$ cat src/rtl/serial_mag_compare_ctrl_pkg.sv
// Shared types and sizing helpers for the bit-serial magnitude comparator.
package serial_mag_compare_ctrl_pkg;

  typedef enum logic [1:0] {
    ST_IDLE = 2'd0,
    ST_RUN  = 2'd1,
    ST_DONE = 2'd2
  } state_t;

  // Bits needed to hold WIDTH-1 as a down-counter (at least one bit).
  function automatic int unsigned cnt_width(input int unsigned width);
    int unsigned r;
    r = 1;
    while ((64'd1 << r) < 64'(width)) r = r + 1;
    return r;
  endfunction

endpackage

$ cat src/rtl/serial_mag_compare_ctrl_one_bit_comparator.sv
// Single-bit magnitude compare stage with less/eq/greater chain in and out.
module one_bit_comparator (
  input  logic a,
  input  logic b,
  input  logic less_in,
  input  logic eq_in,
  input  logic greater_in,
  output logic less_out,
  output logic eq_out,
  output logic greater_out
);

  // Once a higher bit has decided the result, it passes straight through.
  assign less_out    = less_in    | (eq_in & ~a &  b);
  assign greater_out = greater_in | (eq_in &  a & ~b);
  assign eq_out      = eq_in & ~(a ^ b);

endmodule

$ cat src/rtl/serial_mag_compare_ctrl.sv
// Bit-serial MSB-first unsigned magnitude compare sequencer around one
// one_bit_comparator cell, with registered result and one-cycle done pulse.
module serial_mag_compare_ctrl
  import serial_mag_compare_ctrl_pkg::*;
#(
  parameter int unsigned WIDTH      = 8,
  parameter bit          EARLY_EXIT = 1'b1
) (
  input  logic             clk,
  input  logic             rst_n,
  input  logic             start,
  input  logic [WIDTH-1:0] a,
  input  logic [WIDTH-1:0] b,
  output logic             busy,
  output logic             done,
  output logic             less,
  output logic             eq,
  output logic             greater
);

  localparam int unsigned CW = cnt_width(WIDTH);

  state_t           r_state;
  logic [WIDTH-1:0] r_a_sh;
  logic [WIDTH-1:0] r_b_sh;
  logic [CW-1:0]    r_cnt;
  logic             r_lt;
  logic             r_eq;
  logic             r_gt;
  logic             r_busy;
  logic             r_done;
  logic             r_less;
  logic             r_eq_res;
  logic             r_greater;

  state_t           w_state_nxt;
  logic [WIDTH-1:0] w_a_sh_nxt;
  logic [WIDTH-1:0] w_b_sh_nxt;
  logic [CW-1:0]    w_cnt_nxt;
  logic             w_lt_nxt;
  logic             w_eq_nxt;
  logic             w_gt_nxt;
  logic             w_less_nxt;
  logic             w_eq_res_nxt;
  logic             w_greater_nxt;
  logic             w_busy_nxt;
  logic             w_done_nxt;

  logic             w_cell_lt;
  logic             w_cell_eq;
  logic             w_cell_gt;

  one_bit_comparator u_cell (
    .a           (r_a_sh[WIDTH-1]),
    .b           (r_b_sh[WIDTH-1]),
    .less_in     (r_lt),
    .eq_in       (r_eq),
    .greater_in  (r_gt),
    .less_out    (w_cell_lt),
    .eq_out      (w_cell_eq),
    .greater_out (w_cell_gt)
  );

  // State register and datapath registers.
  always_ff @(posedge clk or negedge rst_n) begin
    if (!rst_n) begin
      r_state   <= ST_IDLE;
      r_a_sh    <= '0;
      r_b_sh    <= '0;
      r_cnt     <= '0;
      r_lt      <= 1'b0;
      r_eq      <= 1'b0;
      r_gt      <= 1'b0;
      r_busy    <= 1'b0;
      r_done    <= 1'b0;
      r_less    <= 1'b0;
      r_eq_res  <= 1'b0;
      r_greater <= 1'b0;
    end else begin
      r_state   <= w_state_nxt;
      r_a_sh    <= w_a_sh_nxt;
      r_b_sh    <= w_b_sh_nxt;
      r_cnt     <= w_cnt_nxt;
      r_lt      <= w_lt_nxt;
      r_eq      <= w_eq_nxt;
      r_gt      <= w_gt_nxt;
      r_busy    <= w_busy_nxt;
      r_done    <= w_done_nxt;
      r_less    <= w_less_nxt;
      r_eq_res  <= w_eq_res_nxt;
      r_greater <= w_greater_nxt;
    end
  end

  // Next-state, datapath and output decode.
  always_comb begin
    w_state_nxt   = r_state;
    w_a_sh_nxt    = r_a_sh;
    w_b_sh_nxt    = r_b_sh;
    w_cnt_nxt     = r_cnt;
    w_lt_nxt      = r_lt;
    w_eq_nxt      = r_eq;
    w_gt_nxt      = r_gt;
    w_less_nxt    = r_less;
    w_eq_res_nxt  = r_eq_res;
    w_greater_nxt = r_greater;

    unique case (r_state)
      ST_IDLE, ST_DONE: begin
        if (start) begin
          w_a_sh_nxt  = a;
          w_b_sh_nxt  = b;
          w_lt_nxt    = 1'b0;
          w_eq_nxt    = 1'b1;
          w_gt_nxt    = 1'b0;
          w_cnt_nxt   = CW'(WIDTH - 1);
          w_state_nxt = ST_RUN;
        end else begin
          w_state_nxt = ST_IDLE;
        end
      end
      ST_RUN: begin
        w_lt_nxt   = w_cell_lt;
        w_eq_nxt   = w_cell_eq;
        w_gt_nxt   = w_cell_gt;
        w_a_sh_nxt = {r_a_sh[WIDTH-2:0], 1'b0};
        w_b_sh_nxt = {r_b_sh[WIDTH-2:0], 1'b0};
        // Exit on the last bit, or as soon as the chain has decided.
        if ((r_cnt == '0) || (EARLY_EXIT && !w_cell_eq)) begin
          w_less_nxt    = w_cell_lt;
          w_eq_res_nxt  = w_cell_eq;
          w_greater_nxt = w_cell_gt;
          w_state_nxt   = ST_DONE;
        end else begin
          w_cnt_nxt = r_cnt - CW'(1);
        end
      end
      default: w_state_nxt = ST_IDLE;
    endcase

    w_busy_nxt = (w_state_nxt == ST_RUN);
    w_done_nxt = (w_state_nxt == ST_DONE);
  end

  assign busy    = r_busy;
  assign done    = r_done;
  assign less    = r_less;
  assign eq      = r_eq_res;
  assign greater = r_greater;

endmodule
$ cat config.mk
export PLATFORM = sky130hd
export DESIGN_NAME = serial_mag_compare_ctrl
export DESIGN_NICKNAME = d
export VERILOG_FILES = /design/src/rtl/serial_mag_compare_ctrl_pkg.sv /design/src/rtl/serial_mag_compare_ctrl_one_bit_comparator.sv /design/src/rtl/serial_mag_compare_ctrl.sv
export SDC_FILE = /design/constraint.sdc
export NUM_CORES = 1
export LEC_CHECK = 0
export ABC_AREA = 1
export CAP_MARGIN = 25
export CORE_MARGIN = 5
export CORE_UTILIZATION = 55
export CTS_CLUSTER_DIAMETER = 200
export CTS_CLUSTER_SIZE = 10
export DETAILED_ROUTE_END_ITERATION = 12
export PLACE_DENSITY = 0.83
export SLEW_MARGIN = 20
export SYNTH_ARGS = -nofsm -noshare
export SYNTH_HDL_FRONTEND = slang
export SYNTH_SLANG_ARGS = --single-unit
$ cat constraint.sdc
create_clock -name clk -period 2.09 [get_ports clk]
set_input_delay 0.3135 -clock clk [delete_from_list [all_inputs] [get_ports clk]]
set_output_delay 0.3135 -clock clk [all_outputs]
set_load 0.005 [all_outputs]
# Word-level counts from Yosys, hierarchy flattened
# Index checks and enable logic that the tools add are counted.
word_totals:
  ff_bits: 29
  latchBits: 0
  ram_bits: 0
  rom_bits: 0
  input_bits: 19
  mem_count: 0
classes:
  add_sub_neg: 1
  mul: 0
  div: 0
  magnitude_cmp: 0
  n_eq_ne: 6
  shift: 0
  mux: 15
  n_bitwise: 11
  n_reduce_logical: 9
op_table:
  columns: ["op", "n"]
  rows:
  - ["case mux 8 bit (2 select lines)", 2]
  - ["2-to-1 mux 8 bit", 2]
  - ["2-to-1 mux 3 bit", 2]
  - ["case mux 1 bit (2 select lines)", 3]
  - ["case mux 3 bit (2 select lines)", 1]
  - ["bitwise AND 1 bit", 5]
  - ["equality test 2 x 1 -> 1 bit (second input constant)", 2]
  - ["equality test 2 bit (second input constant)", 2]
  - ["inequality test 2 bit (second input constant)", 2]
  - ["case mux 2 bit (2 select lines)", 1]
  - ["AND reduction 2 bit", 2]
  - ["zero test 3 bit", 1]
  - ["2-to-1 mux 1 bit", 3]
  - ["inverter 1 bit", 3]
  - ["AND reduction 3 bit", 1]
  - ["subtractor 3 x 1 -> 3 bit (second input constant)", 1]
  - ["zero test 2 bit", 1]
  - ["2-to-1 mux 2 bit", 1]
  - ["OR 1 bit", 2]
  - ["nonzero test 2 bit", 1]
  - ["OR reduction 2 bit", 1]
  - ["zero test 1 bit", 1]
  - ["logical OR 1 bit", 1]
  - ["XOR 1 bit", 1]

# Depth between registers and ports, before layout
# Gate-level depths: netlist (run 1).
logic_depth:
  word_depth: 8
  mapped_depth: 7
  ltp_nobuf: 7

# By module
# A second synthesis (run 1) with hierarchy kept.
unflattened:
  hier_cells: 171
  area_unflattened_um2: 1463.9
by_module_without_submodules:
  columns: ["mod", "instances", "cells_each", "area_per_inst_um2"]
  rows:
  - ["serial_mag_compare_ctrl", 1, 160, 1418.9]
  - ["one_bit_comparator", 1, 11, 45.0]

# Least setup slack after synthesis (run 1)
# Ideal clock, no wire load.
synth_timing:
  path_kind: "register to register"
  start: "reg r_cnt[0]"
  end: "reg r_cnt[2]"
  setup_time_ns: 0.117
  arrival_time_ns: 0.968
  required_ns: 1.973
  path_slack_ns: 1.005
  stages_incl_launch_ff: 7
  synth_period_minus_slack_ns: 1.085
  path_cell_list: "dfrtp_1 -> inv_1 -> ha_1 -> nand2_1 -> nand4_1 -> nand3_1 -> nand2_1"
synth_via:
  elab_chain_len: 4
  word_cells_on_any_way: 7
  classes_between: "add/sub: 1; eq/ne: 1; mux: 2; reduce/logical: 3"
synth_rtl:
  columns: ["item", "line_no", "source"]
  rows:
  - ["start, declared", "serial_mag_compare_ctrl.sv:26", "logic [CW-1:0] r_cnt;"]
  - ["start signal, assigned", "serial_mag_compare_ctrl.sv:83", "r_cnt <= w_cnt_nxt;"]
  - ["branches (longest 4 deep; another with subtractor 3 x 1 -> 3 bit)", null, null]
# Parallel ways; which one is timed is not known. The select of a mux whose other input is x is not followed.
# A chain may end at the register's enable or synchronous reset.

# Worst setup path after layout (run 1)
layout_timing:
  start: "reg r_less (netlist: less)"
  end: "out less"
layout_lines:
  columns: ["item", "line_no", "source"]
  rows:
  - ["start, declared", "serial_mag_compare_ctrl.sv:32", "logic r_less;"]
  - ["start signal, assigned", "serial_mag_compare_ctrl.sv:89", "r_less <= w_less_nxt;"]
  - ["end, declared", "serial_mag_compare_ctrl.sv:16", "output logic less,"]
# No word-level cell between the ends.

==> results of run 1 <==
## cells in the mapped netlist
library cell	instances	share of area, %
a31oi_1	1	0.45
buf_2	4	1.4
buf_4	1	0.54
buf_6	2	1.6
dfrtp_1	29	52
ha_1	2	1.8
inv_1	23	6.2
inv_2	1	0.27
inv_4	1	0.45
nand2_1	31	8.4
nand2_2	3	1.4
nand3_1	8	2.9
nand4_1	1	0.45
nor2_1	20	5.4
nor2_8	1	1.4
nor3_1	12	4.3
nor3_2	4	2.9
o21ai_0	4	1.4
o21ai_1	16	5.8
o22ai_1	1	0.45
## metal layers
layer	GRT usage, %	up-vias	share of wire (%)
li1	-	569	-
met1	18.9	512	41
met2	27.9	32	50
met3	6.48	9	6.8
met4	6.65	0	1.9
met5	0	-	0
## registers in the layout, summed over array words and instances, names as in the netlist
| name | count |
|---|---|
| r_lt | 1 |
| r_a_sh | 8 |
| r_state | 2 |
| busy | 1 |
| r_b_sh | 8 |
| eq | 1 |
| r_cnt | 3 |
| r_eq | 1 |
| done | 1 |
| less | 1 |
| greater | 1 |
| r_gt | 1 |
## per-stage QoR
stage	total power [mW]	hold slack, ps	setup WS [ps]
6_report	2.36	360	602
5_1_grt	2.62	390	536
4_1_cts	2.40	366	572
3_5_place_dp	2.04	471	554
3_3_place_gp	2.00	468	598
2_1_floorplan	1.80	17.9	1000
## worst max-delay path by stage
stage | endpoint | slack, ps | start
final | less | 600 | less
after global routing | eq | 540 | eq
after global placement | r_b_sh[1] | 600 | start
after floorplan | r_cnt[2] | 1000 | r_cnt[0]
after CTS | less | 570 | less
after detailed placement | r_a_sh[6] | 550 | start
## area by class of cell
type | count | area, um^2 | share of cell area (%)
clock buffers | 7 | 55.1 | 3.27
inverters | 25 | 96.3 | 5.73
multi-input cells | 104 | 514 | 30.6
flip-flops and latches | 29 | 726 | 43.2
well taps | 30 | 37.5 | 2.23
repair buffers | 26 | 253 | 15.0
## cell families after synthesis
group	Yosys count	synth area share [%]
buffers and inverters	32	10.6
DFF	29	52.3
adders and majority gates	2	1.80
AOI/OAI and AO/OA	22	8.12
and+or+nand+nor	80	27.2
## power by group through the flow
stage | logic (mW) | registers [mW] | clock network [mW]
floorplan | 0.866 | 0.931 | 0
global placement | 1.05 | 0.944 | 0
detailed placement | 1.09 | 0.957 | 0
CTS | 1.10 | 0.948 | 0.348
global route | 1.26 | 0.982 | 0.374
finish | 1.08 | 0.946 | 0.333
==> impl_metrics.ini, run 1 <==
[setup_path]
path_class = reg -> out
cp.required_ps = 1780
reg2reg_slack_ps = 760
slowest_delay_ps = 500
cp_max_fo = 2
crit_family = buffers and inverters
cp_num_buf_inv = 1
cp.arrival_ps = 1170
path_cells = clkdlybuf4s50_1
r2r_start = r_state[1]
worst_path_max_delay_cell = clkdlybuf4s50_1
r2r_end = r_b_sh[4]
cp_num_cells = 1
critPathLaunchType = flop
end_kind = output port
worstRegToRegCells = 5

[layout]
fin_cells = 221
area_delta_synth_final_pct = 21.3
final_cell_mix = nand2_1, dfrtp_1, inv_1, clkdlybuf4s50_1, nor2_1
final_area_mm2 = 0.00168
antenna_cells = 0
final_common_cell = nand2_1
final_core_util_pct = 68.5
nFillCells = 194
fin_nets = 212
drive_gt1_share_pct = 9.95

[hold_path]
hp-class = in -> async

[clock_tree]
postCtsHoldBufs = 0
post-cts-setup-buffer-count = 0
cts_tree = yes
clockBufferDepth = 2
worstSkewPairLatency_ps = 320
cts-buffers-inserted = 5
cts_resized = 0
cts.sinks = 29
clkTransAtPathRegs_ps = 80
htreeDepth = 2
root_buffer = clkbuf_4

[synthesis]
syn_area_mm2 = 0.00139
syn_inst = 165
synth.distinct_cells = 20
ys_warn_count = 0
avgSynthCellArea_um2 = 8.40
synth_seq_area_share_pct = 52.3
ys_ff_latch = 29
synthesis.nets = 186

[floorplan]
chipWidth_um = 60.2
core_area_mm2 = 0.00245
num_rows = 18
die_area_mm2 = 0.00362
fp.dieH_um = 60.2
start_util_pct = 56.5
boundaryPins = 24

[sta]
post-route-period-util_pct = 71.2
finClkSkew_ps = 6.17
hold_viol_final = 0
fmax_ghz = 0.672
worstMarginPinSlew_ps = 374
drv_slew = 0
fin_crit_ps = 1490
relSlewSlack_pct = 75.0
setup_violations = 0
rsz0062_at_grt = false
setup-tns-final_ps = 0

[placed_design]
place.gp.congestion = 0.741
place_area_mm2 = 0.00163
dp_cells = 214
port-buffer-count = 23
hpwlAfterDp_um = 1770

[global_routing]
grt-ovfl-total = 0
gr-usage-all-layers_pct = 16.7
grt_antenna_before_repair = 0
grt_max_degree = 30
grt_pass1_wl_um = 4330
first_global_vias = 1006

[route]
vias_per_cell = 5.08
route.detailed.drc = 0
ant_nets = 0
vias = 1122
wl_per_cell_um = 11.3
drt_pass1_iterations = 4
drt-initial-drc-count = 28
routed_wl_um = 2510

[power]
power.internal_mw = 1.39
clkPwrFrac_pct = 14.1
power_per_cell_area_mw_per_mm2 = 1400
vdd_drop_max_v = 0.000798
power.share.combinational_pct = 45.8
p_switching_mw = 0.972
seqPwrFrac_pct = 40.1
p_leak_nw = 0.822
swShare_pct = 41.2

[run_status]
status = completed

[job]
maxCapViolCount = 0
(Power assumes the default switching activity.)
==> inputs of run 2 (changes only) <==
--- a/config.mk
+++ b/config.mk
@@ -8,11 +8,11 @@
 export ABC_AREA = 1
 export CAP_MARGIN = 25
 export CORE_MARGIN = 5
-export CORE_UTILIZATION = 55
+export CORE_UTILIZATION = 51
 export CTS_CLUSTER_DIAMETER = 200
 export CTS_CLUSTER_SIZE = 10
 export DETAILED_ROUTE_END_ITERATION = 12
-export PLACE_DENSITY = 0.83
+export PLACE_DENSITY = 0.77
 export SLEW_MARGIN = 20
 export SYNTH_ARGS = -nofsm -noshare
 export SYNTH_HDL_FRONTEND = slang
==> constraint.sdc (replaced) <==
create_clock -name clk -period 1.6 [get_ports clk]
set_input_delay 0.24 -clock clk [delete_from_list [all_inputs] [get_ports clk]]
set_output_delay 0.24 -clock clk [all_outputs]
set_load 0.005 [all_outputs]
==> impl_metrics.ini, run 2 (synthesis gave the netlist of run 1 again) <==
[route]
ant_nets = 0
vias_per_cell = 5.09
wl_met2_um = 1240
drt-initial-drc-count = 33
routed_wl_um = 2660
drt-met1-wl_um = 1200
drt_pass1_iterations = 4
dr_wl_met3_um = 157
wl_per_cell_um = 11.8
vias = 1146
route.detailed.drc = 0
highest_layer = met4

[power]
seqPwrFrac_pct = 39.7
swShare_pct = 41.9
p_switching_mw = 1.30
power_per_cell_area_mw_per_mm2 = 1840
power.share.combinational_pct = 46.9
vdd_drop_max_v = 0.00106
power.internal_mw = 1.81
clkPwrFrac_pct = 13.4
p_leak_nw = 0.827

[layout]
fin_cells = 225
antenna_cells = 0
fin_nets = 214
reg_top3 = r_a_sh x8, r_b_sh x8, r_cnt x3
final_core_util_pct = 63.0
final_cell_mix = nand2_1, dfrtp_1, inv_1, clkdlybuf4s50_1, nor2_1
final_common_cell = nand2_1
drive_gt1_share_pct = 10.3
area_delta_synth_final_pct = 22.0

[clock_tree]
post-cts-setup-buffer-count = 0
postCtsHoldBufs = 0
cts.sinks = 29
cts_resized = 0
root_buffer = clkbuf_4
worstSkewPairLatency_ps = 330
clockBufferDepth = 2
cts-buffers-inserted = 5
clkTransAtPathRegs_ps = 90
htreeDepth = 2
cts_tree = yes

[setup_path]
cp_max_fo = 2
path_cells = clkdlybuf4s50_1
r2r_start = r_state[1]
crit_family = buffers and inverters
cp.arrival_ps = 1180
path_class = reg -> out
cp_num_cells = 1
worstRegToRegCells = 5
cp.required_ps = 1360
r2r_end = r_a_sh[7]
critPathCapture = eq
worst_path_max_delay_cell = clkdlybuf4s50_1
slowest_delay_ps = 500
cp_num_buf_inv = 1
reg2reg_slack_ps = 280
critPathLaunchType = flop
startpoint = eq
end_kind = output port

[floorplan]
die_area_mm2 = 0.00386
boundaryPins = 24
start_util_pct = 51.6
num_rows = 19
core_area_mm2 = 0.00269
fp.dieH_um = 62.1
chipWidth_um = 62.1

[sta]
holdWs_ps = 279
relSlewSlack_pct = 73.3
drv_slew = 0
fin_ws_ps = 181
post-route-period-util_pct = 88.7
worstMarginPinSlew_ps = 399
hold_viol_final = 0
finClkSkew_ps = 4.40
rsz0062_at_grt = false
setup_violations = 0
setup-tns-final_ps = 0
fmax_ghz = 0.705
fin_crit_ps = 1420

[global_routing]
grt_max_degree = 30
first_global_vias = 1158
grt_pass1_wl_um = 4830
grt-ovfl-total = 0
gr-usage-all-layers_pct = 15.7
grt_antenna_before_repair = 0

[placed_design]
port-buffer-count = 23
place_ws_ps = 126
dp_cells = 217
place.gp.congestion = 0.764
hpwlAfterDp_um = 1880

[run_status]
status = completed

[hold_path]
hp-class = in -> async

[job]
maxCapViolCount = 0
-- run 2: worst min path at each step --
| stage | start | end | cells after the start |
|---|---|---|---|
| global placement | r_cnt[0] | r_cnt[0] | 2 |
| CTS | rst_n | greater | 2 |
| detailed placement | r_cnt[0] | r_cnt[0] | 2 |
| floorplan | rst_n | busy | 0 |
| global route | rst_n | r_b_sh[1] | 2 |
| finish | rst_n | r_b_sh[0] | 2 |
-- run 2: through the flow --
stage	power (mW)	instance area [um^2]
6_report	3.11	1690
5_1_grt	3.44	1690
4_1_cts	3.14	1690
3_5_place_dp	2.72	1640
3_3_place_gp	2.65	1640
2_1_floorplan	2.35	1390
-- run 2: power groups by stage --
stage | clock network (mW) | registers [mW] | logic [mW]
4_1_cts | 0.433 | 1.24 | 1.47
3_5_place_dp | 0 | 1.25 | 1.47
2_1_floorplan | 0 | 1.22 | 1.13
3_3_place_gp | 0 | 1.23 | 1.41
5_1_grt | 0.479 | 1.27 | 1.68
6_report | 0.417 | 1.24 | 1.46
-- run 2: layout make-up --
cell class                      count  area (um^2)
Clock buffer                        8         48.8
Fill cell                         253          995
Inverter                           25         96.3
Multi-Input combinational cell    104          514
Sequential cell                    29          726
Tap cell                           31         38.8
Timing Repair Buffer               28          268
-- run 2: routing by layer --
metal / track usage, % / vias to the layer above
li1: - / 578
met4: 8.67 / 0
met3: 6.67 / 6
met2: 24.2 / 26
met1: 18.4 / 536
met5: 0 / -
-- run 2: worst reg2reg max path: cells and delay by family, from the launching register on --
kind                   cells  cell delay [ps]
AND/OR/NAND/NOR            4              740
flip-flops                 1              430
buffers and inverters      1               80
